## config.mk

```make
export PLATFORM = sky130hd
export DESIGN_NAME = fwd_hazard_ctrl
export DESIGN_NICKNAME = d
export VERILOG_FILES = /design/src/rtl/fwd_hazard_ctrl_pkg.sv /design/src/rtl/fwd_hazard_ctrl_sel.sv /design/src/rtl/fwd_hazard_ctrl.sv
export SDC_FILE = /design/constraint.sdc
export NUM_CORES = 1
export LEC_CHECK = 0
export ABC_AREA = 1
export BUFFER_PORTS_ARGS = -buffer_cell sky130_fd_sc_hd__buf_2
export CAP_MARGIN = 20
export CORE_UTILIZATION = 31
export CTS_BUF_LIST = sky130_fd_sc_hd__clkbuf_8 sky130_fd_sc_hd__clkbuf_16
export DETAILED_ROUTE_END_ITERATION = 10
export PLACE_DENSITY_LB_ADDON = 0.12
export SYNTH_ARGS = -nofsm -noshare
export SYNTH_HDL_FRONTEND = slang
export SYNTH_HIERARCHICAL = 1
export SYNTH_SLANG_ARGS = --single-unit
```

## constraint.sdc

```tcl
create_clock -name clk_i -period 2.9 [get_ports clk_i]
set_clock_uncertainty 0.1 [all_clocks]
set_input_delay 0.435 -clock clk_i [delete_from_list [all_inputs] [get_ports clk_i]]
set_output_delay 0.435 -clock clk_i [all_outputs]
set_load 0.005 [all_outputs]
```

## src/rtl/fwd_hazard_ctrl_pkg.sv

```systemverilog
// Shared constants for the EX forwarding selects and the load-use stall FSM.
package fwd_hazard_ctrl_pkg;

  localparam logic [1:0] SEL_REG = 2'b00;
  localparam logic [1:0] SEL_WB  = 2'b01;
  localparam logic [1:0] SEL_MEM = 2'b10;

  localparam logic [0:0] ST_RUN   = 1'b0;
  localparam logic [0:0] ST_STALL = 1'b1;

endpackage

```

## src/rtl/fwd_hazard_ctrl_sel.sv

```systemverilog
// Per-operand forwarding select: EX/MEM result beats MEM/WB, register 0 never forwards.
module fwd_sel_calc
  import fwd_hazard_ctrl_pkg::*;
#(
  parameter int REG_AW = 5
) (
  input  logic [REG_AW-1:0] src,
  input  logic [REG_AW-1:0] mem_rd,
  input  logic              mem_we,
  input  logic [REG_AW-1:0] wb_rd,
  input  logic              wb_we,
  output logic [1:0]        sel
);

  always_comb begin
    sel = SEL_REG;
    if (mem_we && (mem_rd != '0) && (mem_rd == src))
      sel = SEL_MEM;
    else if (wb_we && (wb_rd != '0) && (wb_rd == src))
      sel = SEL_WB;
  end

endmodule

```

## src/rtl/fwd_hazard_ctrl.sv

```systemverilog
// Forwarding/hazard controller: shadows EX/MEM/WB control, drives EX mux selects
// and stalls PC/IF-ID for LOAD_STALL cycles on a load-use hazard.
module fwd_hazard_ctrl
  import fwd_hazard_ctrl_pkg::*;
#(
  parameter int REG_AW     = 5,
  parameter int LOAD_STALL = 1
) (
  input  logic              clk_i,
  input  logic              rst_i,
  input  logic              id_valid_i,
  input  logic [REG_AW-1:0] id_rs_i,
  input  logic [REG_AW-1:0] id_rt_i,
  input  logic [REG_AW-1:0] id_rd_i,
  input  logic              id_regwrite_i,
  input  logic              id_memread_i,
  input  logic              flush_i,
  output logic [1:0]        fwd_a_sel_o,
  output logic [1:0]        fwd_b_sel_o,
  output logic              pc_write_o,
  output logic              ifid_write_o,
  output logic              bubble_o
);

  typedef struct packed {
    logic              valid;
    logic              regwrite;
    logic              memread;
    logic [REG_AW-1:0] rs;
    logic [REG_AW-1:0] rt;
    logic [REG_AW-1:0] rd;
  } ex_stage_t;

  typedef struct packed {
    logic              regwrite;
    logic [REG_AW-1:0] rd;
  } wr_stage_t;

  localparam bit         MULTI    = (LOAD_STALL > 1);
  localparam logic [1:0] CNT_INIT = 2'(LOAD_STALL - 1);

  ex_stage_t  ex_q, id_s;
  wr_stage_t  mem_q, wb_q;
  logic [0:0] state_q;
  logic [1:0] cnt_q;
  logic       hz, stall, last;
  logic [1:0] sel_a, sel_b;

  always_comb begin
    id_s = '{valid: 1'b1, regwrite: id_regwrite_i, memread: id_memread_i,
             rs: id_rs_i, rt: id_rt_i, rd: id_rd_i};
    hz = id_valid_i && ex_q.valid && ex_q.memread && (ex_q.rd != '0) &&
         ((ex_q.rd == id_rs_i) || (ex_q.rd == id_rt_i));
    stall = !flush_i && ((state_q == ST_STALL) || hz);
    // cnt_q counts the stall cycles still owed including the current one
    last  = (state_q == ST_STALL) ? (cnt_q == 2'd1) : !MULTI;
  end

  assign pc_write_o   = !stall;
  assign ifid_write_o = !stall;
  assign bubble_o     = stall;

  always_ff @(posedge clk_i or posedge rst_i) begin
    if (rst_i) begin
      state_q <= ST_RUN;
      cnt_q   <= '0;
    end else if (flush_i) begin
      state_q <= ST_RUN;
      cnt_q   <= '0;
    end else if (state_q == ST_RUN) begin
      if (hz && MULTI) begin
        state_q <= ST_STALL;
        cnt_q   <= CNT_INIT;
      end
    end else begin
      if (cnt_q == 2'd1) state_q <= ST_RUN;
      cnt_q <= cnt_q - 2'd1;
    end
  end

  // The load stays in EX through all but the last bubble; MEM drains meanwhile.
  always_ff @(posedge clk_i or posedge rst_i) begin
    if (rst_i) begin
      ex_q  <= '0;
      mem_q <= '0;
      wb_q  <= '0;
    end else begin
      wb_q <= mem_q;
      if (stall && !last) begin
        mem_q <= '0;
      end else begin
        mem_q <= '{regwrite: ex_q.regwrite, rd: ex_q.rd};
        ex_q  <= (id_valid_i && !stall && !flush_i) ? id_s : '0;
      end
    end
  end

  fwd_sel_calc #(.REG_AW(REG_AW)) u_sel_a (
    .src(ex_q.rs), .mem_rd(mem_q.rd), .mem_we(mem_q.regwrite),
    .wb_rd(wb_q.rd), .wb_we(wb_q.regwrite), .sel(sel_a)
  );

  fwd_sel_calc #(.REG_AW(REG_AW)) u_sel_b (
    .src(ex_q.rt), .mem_rd(mem_q.rd), .mem_we(mem_q.regwrite),
    .wb_rd(wb_q.rd), .wb_we(wb_q.regwrite), .sel(sel_b)
  );

  assign fwd_a_sel_o = ex_q.valid ? sel_a : SEL_REG;
  assign fwd_b_sel_o = ex_q.valid ? sel_b : SEL_REG;

endmodule

```

==> summary.md, run 1 <==
| Metric | Value |
|---|---|
| Die ar. | 6506 um2 |
| Cell count of the worst reg-to-reg path | 6 |
| Met2 capacity usage during global routing | roughly a quarter |
| Number of standard cells after synthesis | around 280 |
| TritonCTS clock tree | yes |
| CTS Buf Count | 5 |
| CTS root buffer | sky130_fd_sc_hd__clkbuf_8 |
| Count of cell types in the netlist | 21 |
| Share of the synthesized area in compound gates (AO/OA/AOI/OAI) | about 3.4% |
| Clock latency at the later pin of the worst-skew pair | 0.28 ns |
| Core Box Area | 5956 um2 |
| HPWL after detailed placement | 3280 um |
| Cell type group with the largest total delay on the critical path | simple AND/OR/NAND/NOR gates |
| Destination of the worst register-to-register timing path | mem_q[4]$_DFF_PP0_ |
| Fraction of synthesis flops using an asynchronous set or reset pin | 100.0% |
| Buffers inserted during post-CTS setup optimization | 0 |
| Final critical path time including I/O delays and setup | about 2.2 ns |
| H-tree lvl count | 2 |
| Number of resized instances in the post-cts repair step | 0 |
| GPL Wtd Cong | approximately 0.74 |
| Synthesized-area fraction occupied by adder cells | less than 1% |
| Count of boundary I/O pins | 28 |
| Critical-path cell with the highest stage delay | sky130_fd_sc_hd__dfrtp_1 |
| Pin count of the biggest net entering global routing | 34 |
| Routing layer with the top usage in global route | met2 |
| Timing-limited maximum frequency | about 0.45 GHz |
| Number of port buffers | 27 |
| Worst Path Max Fanout | 19 |
| Critical Path Start | ex_q[1]$_DFFE_PP0N_ |
| Post-Syn Area | 1918 um2 |
| Post-CTS Hold Buffers | 0 |
| Antenna violations before repair | 0 |
| Iteration-0 DRC Markers | between 100 and 150 |
| Initial standard-cell utilization of the core | 32.21% |
| Least-Margin Pin Slew | a little over 0.8 ns |
| EDFF count, synth | 0 |
| Post-Syn Nets | about 310 |
| Setup Slack @ Placement | just under 0.9 ns |
| Via count | roughly 1700 |
| Pwr Total | about 940 uW |
| Tcrit/Tclk final | 77.25% |
| Leakage power of the design | approximately 0.0013 uW |
| XOR/XNOR share of the synthesized area | approximately 1.8% |
| GRT Resource Usage Total | between 10% and 20% |
| Vias in the first global route | approximately 1700 |
| Number of sinks on the clock net | 33 |
| Count of antenna-violating nets left after detailed routing | 0 |
| Total overflow reported by the global router | 0 |
| Simple-gate share of the synthesized area | 37.70% |
| Power density of the placed cells | 425.2 nW/um2 |
| Number of detailed-route iterations in the first pass | 4 |
| Detail-routed net length per standard cell | 11.28 um |
| Post-synthesis register bit count | 33 |
| Number of pins with negative max-slew slack in the final report | 0 |
| Kind of end point of the critical path | primary output |
| GR Util met3 | between 3 and 4% |
| M1 GR Usage | between 20% and 30% |
| Syn avg cell area | slightly below 7 um2 |
| Internal reg-to-reg setup slack | approximately 1.2 ns |
| CP cell instances | inv_2, nand2_1, nand2_1, nor2_1, nand3_1, nand2_2, nand2_4, nand2_1, inv_1, buf_2 |
| Post-route setup slack | roughly 0.66 ns |
| Residual DRC | 0 |
| Sum of buffers and inverters on the critical path | 3 |
| Clock buffer depth | 2 |
| Sequential area share after synthesis | between 40% and 50% |
| Total negative slack for setup checks | 0 ns |
| Global-route wire length before repair | between 7000 and 8000 um |
| Die boundary width | ~81 um |
| Antenna diode count | 0 |
| Number of endpoints failing setup at the final stage | 0 |
| Commonest non-fill, non-tap cells in the layout | sky130_fd_sc_hd__nand2_1 (110), sky130_fd_sc_hd__inv_1 (50), sky130_fd_sc_hd__dfrtp_1 (33) |
| Last element of the critical path | pc_write_o |
| Count of final hold-check violations | 0 |
| Proportion of layout cells with a drive suffix above 1 | 18.04% |
| Net count reported at finish | between 300 and 400 |
| Data required time of the critical path | approximately 2.4 ns |
| Max Cap Viol | 0 |
| Dominant combinational cell family by area after synthesis | simple AND/OR/NAND/NOR gates |
| Peak per-stage delay on the critical path | about 0.46 ns |
| IR Drop Worst-Case VDD | 0.2545 mV |
| Worst setup path category | flip-flop to primary output |
| Type of the tightest min-delay check | input pin to asynchronous set/reset pin |
| Sort of element at the start of the critical path | flip-flop |
| Post-DR vias/cell | ~4.3 |
| Most common cell after layout, fill and taps aside | sky130_fd_sc_hd__nand2_1 |
| Most prevalent standard cell on the critical path | sky130_fd_sc_hd__nand2_1 |
| Share of cell area taken by muxes after synthesis | 0% |
| Post-Route WL | approximately 4400 um |
| Yosys synthesis warning count | 6 |
| Beginning of the worst register-to-register path | cnt_q[0]$_DFFE_PP0P_ |
| Most used DFF post-synth | sky130_fd_sc_hd__dfrtp_1 |
| Site row count | 28 |
| Logic depth of the worst path, buffers included | 10 |
| Vertical extent of the die | between 80 and 90 um |
| Area added between synthesis and finish | 15.20% |
| Result of the run | finished clean |
| Arrival @ worst endpoint | approximately 1.7 ns |
| Rel. slew slack | between 40 and 50% |
| RSZ-0062 raised after global routing | no |
| Reg clk slew, reported paths | around 0.07 ns |
| Hold Slack | about 0.14 ns |
[final cells by class]
class / instances / area (um2)
inverters: 57 / 214.0
clock inverters: 3 / 13.76
well taps: 75 / 93.84
clock buffers: 5 / 68.82
flip-flops and latches: 33 / 825.8
fillers: 676 / 3746
repair buffers: 30 / 157.7
multi-input cells: 188 / 835.8
[where the power goes]
| part | internal [uW] | switching [uW] | leakage, uW |
|---|---|---|---|
| logic | 44.3 | 67.0 | 0.000815 |
| registers | 477 | 21.5 | 0.000445 |
| clock network | 163 | 167 | 0.0000491 |
[metal layers]
metal / part of all wire, % / vias to the layer above
met2: 45 / 28
met4: 1.4 / 0
li1: - / 902
met1: 51 / 731
met3: 2.5 / 4
met5: 0 / -
[cells in the mapped netlist (2+ instances only)]
master / instances / area (um2)
sky130_fd_sc_hd__a21oi_1: 2 / 10.01
sky130_fd_sc_hd__nand3_1: 24 / 120.1
sky130_fd_sc_hd__a21boi_0: 2 / 15.01
sky130_fd_sc_hd__nor2_2: 5 / 31.28
sky130_fd_sc_hd__nor2_1: 23 / 86.33
sky130_fd_sc_hd__dfrtp_1: 33 / 825.8
sky130_fd_sc_hd__xnor2_1: 2 / 17.52
sky130_fd_sc_hd__inv_1: 49 / 183.9
sky130_fd_sc_hd__nand3_2: 3 / 30.03
sky130_fd_sc_hd__inv_2: 8 / 30.03
sky130_fd_sc_hd__o21ai_0: 8 / 40.04
sky130_fd_sc_hd__nand4_1: 2 / 12.51
sky130_fd_sc_hd__buf_2: 2 / 10.01
sky130_fd_sc_hd__xor2_1: 2 / 17.52
sky130_fd_sc_hd__nand2_2: 3 / 18.77
sky130_fd_sc_hd__nand2_1: 110 / 412.9
[state kept, by name, summed over array words and instances (netlist names)]
| name | flops |
|---|---|
| state_q | 1 |
| mem_q | 6 |
| cnt_q | 2 |
| wb_q | 6 |
| ex_q | 18 |
[kinds of logic (layout without fill, tap and decap cells)]
kind of cell | after synthesis | count (layout)
simple gates | 171 | 171
compound gates | 12 | 12
flops | 33 | 33
fa+ha+maj | 1 | 1
xor+xnor | 4 | 4
buf+inv | 62 | 95
[how the worst min path moves through the flow]
| stage | startpoint | to | cells after the start |
|---|---|---|---|
| floorplan | mem_q[5]$_DFF_PP0_ | wb_q[5]$_DFF_PP0_ | 0 |
| global placement | mem_q[5]$_DFF_PP0_ | wb_q[5]$_DFF_PP0_ | 0 |
| detailed placement | mem_q[5]$_DFF_PP0_ | wb_q[5]$_DFF_PP0_ | 0 |
| CTS | rst_i | wb_q[2]$_DFF_PP0_ | 3 |
| global route | rst_i | ex_q[13]$_DFFE_PP0N_ | 3 |
| finish | rst_i | ex_q[13]$_DFFE_PP0N_ | 3 |
[metrics by stage]
stage          instance area (um2)  utilization, %  cells
3_3_place_gp                  2127           35.71    383
2_1_floorplan                 1918               -    283
4_1_cts                       2210           37.10    391
6_report                      2210           37.10    391
3_5_place_dp                  2127           35.71    383
5_1_grt                       2210           37.10    391
[worst min-delay path, delay by kind of cell]
family | cells | cell delay (ns)
buffers and inverters | 3 | 0.51
(Power assumes the default switching activity.)
==> inputs of run 2 (changes only) <==
==> constraint.sdc (replaced) <==
create_clock -name clk_i -period 2 [get_ports clk_i]
set_clock_uncertainty 0.1 [all_clocks]
set_input_delay 0.3 -clock clk_i [delete_from_list [all_inputs] [get_ports clk_i]]
set_output_delay 0.3 -clock clk_i [all_outputs]
set_load 0.005 [all_outputs]
==> summary.md, run 2 (synthesis gave the netlist of run 1 again) <==
| Metric | Value |
|---|---|
| Result of the run | finished, violations left |
| Violated checks | negative hold slack |
| Placed instance count | around 380 |
| Clock latency at the later pin of the worst-skew pair | 0.28 ns |
| Type of the tightest min-delay check | input pin to asynchronous set/reset pin |
| Filler instances | about 650 |
| GRT Resource Usage Total | between 10% and 20% |
| Timing-limited maximum frequency | between 0.5 and 0.6 GHz |
| Final critical path time including I/O delays and setup | between 1.5 and 2 ns |
| GPL Wtd Cong | ~0.74 |
| CTS root buffer | sky130_fd_sc_hd__clkbuf_8 |
| Data required time of the critical path | 1.60 ns |
| Rel. slew slack | about 65% |
| Least-Margin Pin Slew | around 0.52 ns |
| CP cell instances | nor2_1, nor2_1, nor2_2, nand3_2, nand2_4, nand2_8, nand2_2, inv_1, buf_2 |
| Post-CTS Hold Buffers | 0 |
| Die ar. | approximately 6500 um2 |
| Number of pins with negative max-slew slack in the final report | 0 |
| Residual DRC | 0 |
| Via count | roughly 1700 |
| Post-Route WL | between 4000 and 5000 um |
| Peak per-stage delay on the critical path | around 0.45 ns |
| Worst setup path category | flip-flop to primary output |
| Antenna diode count | 0 |
| Kind of end point of the critical path | primary output |
| Total negative slack for setup checks | 0 ns |
| Arrival @ worst endpoint | between 1 and 1.5 ns |
| Setup Slack @ Placement | 0.2601 ns |
| Global-route wire length before repair | ~7600 um |
| Die boundary width | slightly above 80 um |
| Tcrit/Tclk final | a little over nine tenths |
| CTS Buf Count | 5 |
| Max Cap Viol | 0 |
| Number of detailed-route iterations in the first pass | 4 |
| Core Box Area | ~6000 um2 |
| Most prevalent standard cell on the critical path | sky130_fd_sc_hd__nor2_1 |
| Final core area utilization | between 30% and 40% |
| Commonest non-fill, non-tap cells in the layout | sky130_fd_sc_hd__nand2_1 (107), sky130_fd_sc_hd__inv_1 (47), sky130_fd_sc_hd__buf_2 (27) |
| Proportion of layout cells with a drive suffix above 1 | between 20% and 30% |
| Count of final hold-check violations | 2 |
| Post-DR vias/cell | approximately 4.2 |
| IR Drop Worst-Case VDD | 0.2859 mV |
| Largest register FFs | 18 |
| Most common cell after layout, fill and taps aside | sky130_fd_sc_hd__nand2_1 |
| Net count reported at finish | 340 |
| Site row count | 28 |
| H-tree lvl count | 2 |
| HPWL after detailed placement | approximately 3200 um |
| Post-route setup slack | between 0.1 and 0.15 ns |
| RSZ-0062 raised after global routing | yes |
| Vertical extent of the die | 80.66 um |
| Largest register by flop count | ex_q |
| Registers with the highest flip-flop counts | ex_q: 18 flops, mem_q: 6 flops, wb_q: 6 flops |
| Clock buffer depth | 2 |
| Count of boundary I/O pins | 28 |
| Internal reg-to-reg setup slack | around 0.37 ns |
| Worst Path Max Fanout | 7 |
| Number of endpoints failing setup at the final stage | 0 |
| Power density of the placed cells | between 600 and 700 nW/um2 |
| Hold Slack | -0.002193 ns |
| Pin count of the biggest net entering global routing | 34 |
| Reg clk slew, reported paths | about 0.070 ns |
| Count of antenna-violating nets left after detailed routing | 0 |
| Iteration-0 DRC Markers | 75 |
| Antenna violations before repair | 0 |
| Number of sinks on the clock net | 33 |
| Sort of element at the start of the critical path | flip-flop |
| Detail-routed net length per standard cell | 11.14 um |
| Initial standard-cell utilization of the core | about a third |
| Count of non-filler cells in the finished layout | approximately 390 |
| Total overflow reported by the global router | 0 |
| Vias in the first global route | ~1600 |
| Leakage power of the design | about 0.0013 uW |
| TritonCTS clock tree | yes |
| Area added between synthesis and finish | 19.05% |
| Critical-path cell with the highest stage delay | sky130_fd_sc_hd__dfrtp_2 |
| Number of port buffers | 27 |
run 2: power by group:
group          switching (uW)  leakage [uW]  internal (uW)
logic                     102      0.000819           69.1
registers                30.7      0.000430            693
clock network             243     0.0000491            236
total                     376       0.00130            998
run 2: path summary, 6_finish.rpt:
kind / endpoint / cells past startpoint / start
max: pc_write_o / 9 / ex_q[0]$_DFFE_PP0N_
min: wb_q[4]$_DFF_PP0_ / 3 / rst_i
max reg2reg: mem_q[0]$_DFF_PP0_ / 5 / cnt_q[0]$_DFFE_PP0P_
min reg2reg: wb_q[5]$_DFF_PP0_ / 0 / mem_q[5]$_DFF_PP0_
max in group asynchronous: ex_q[0]$_DFFE_PP0N_ / 3 / rst_i
min in group clk_i: ex_q[3]$_DFFE_PP0N_ / 3 / id_rd_i[3]
run 2: through the flow:
stage               instance area (um2)  total power [uW]
finish                             2283              1374
detailed placement                 2135             900.3
global route                       2283              1446
CTS                                2233              1393
floorplan                          1918             839.1
global placement                   2135             900.8
run 2: area by class of cell:
| type | count | area [um2] | share of cell area, % |
|---|---|---|---|
| timing repair buffer | 33 | 180.2 | 7.890 |
| sequential | 33 | 838.3 | 36.71 |
| inverter | 57 | 214.0 | 9.370 |
| multi-input combinational | 188 | 874.6 | 38.30 |
| tap | 75 | 93.84 | 4.110 |
| clock inverter | 3 | 13.76 | 0.6027 |
| clock buffer | 5 | 68.82 | 3.014 |
run 2: repair_timing:
item	4_1_cts	5_1_grt
endpoints found under the setup margin	3	6
pin swaps	2	10
buffers inserted	1	1
hold endpoints to repair	0	0
resized for setup	1	24
run 2: worst max-delay path: cells and delay by family, from the launching register on:
family                 cells  cell delay, ns
buffers and inverters      2            0.16
DFF                        1            0.45
and+or+nand+nor            7            0.60
run 2: per-layer routing:
metal | vias up | global-route usage [%] | routed length (um)
li1 | 909 | - | -
met1 | 719 | 19.93 | 2166
met2 | 26 | 26.53 | 2036
met3 | 6 | 3.068 | 121
met4 | 0 | 5.893 | 64
met5 | - | 0 | 0
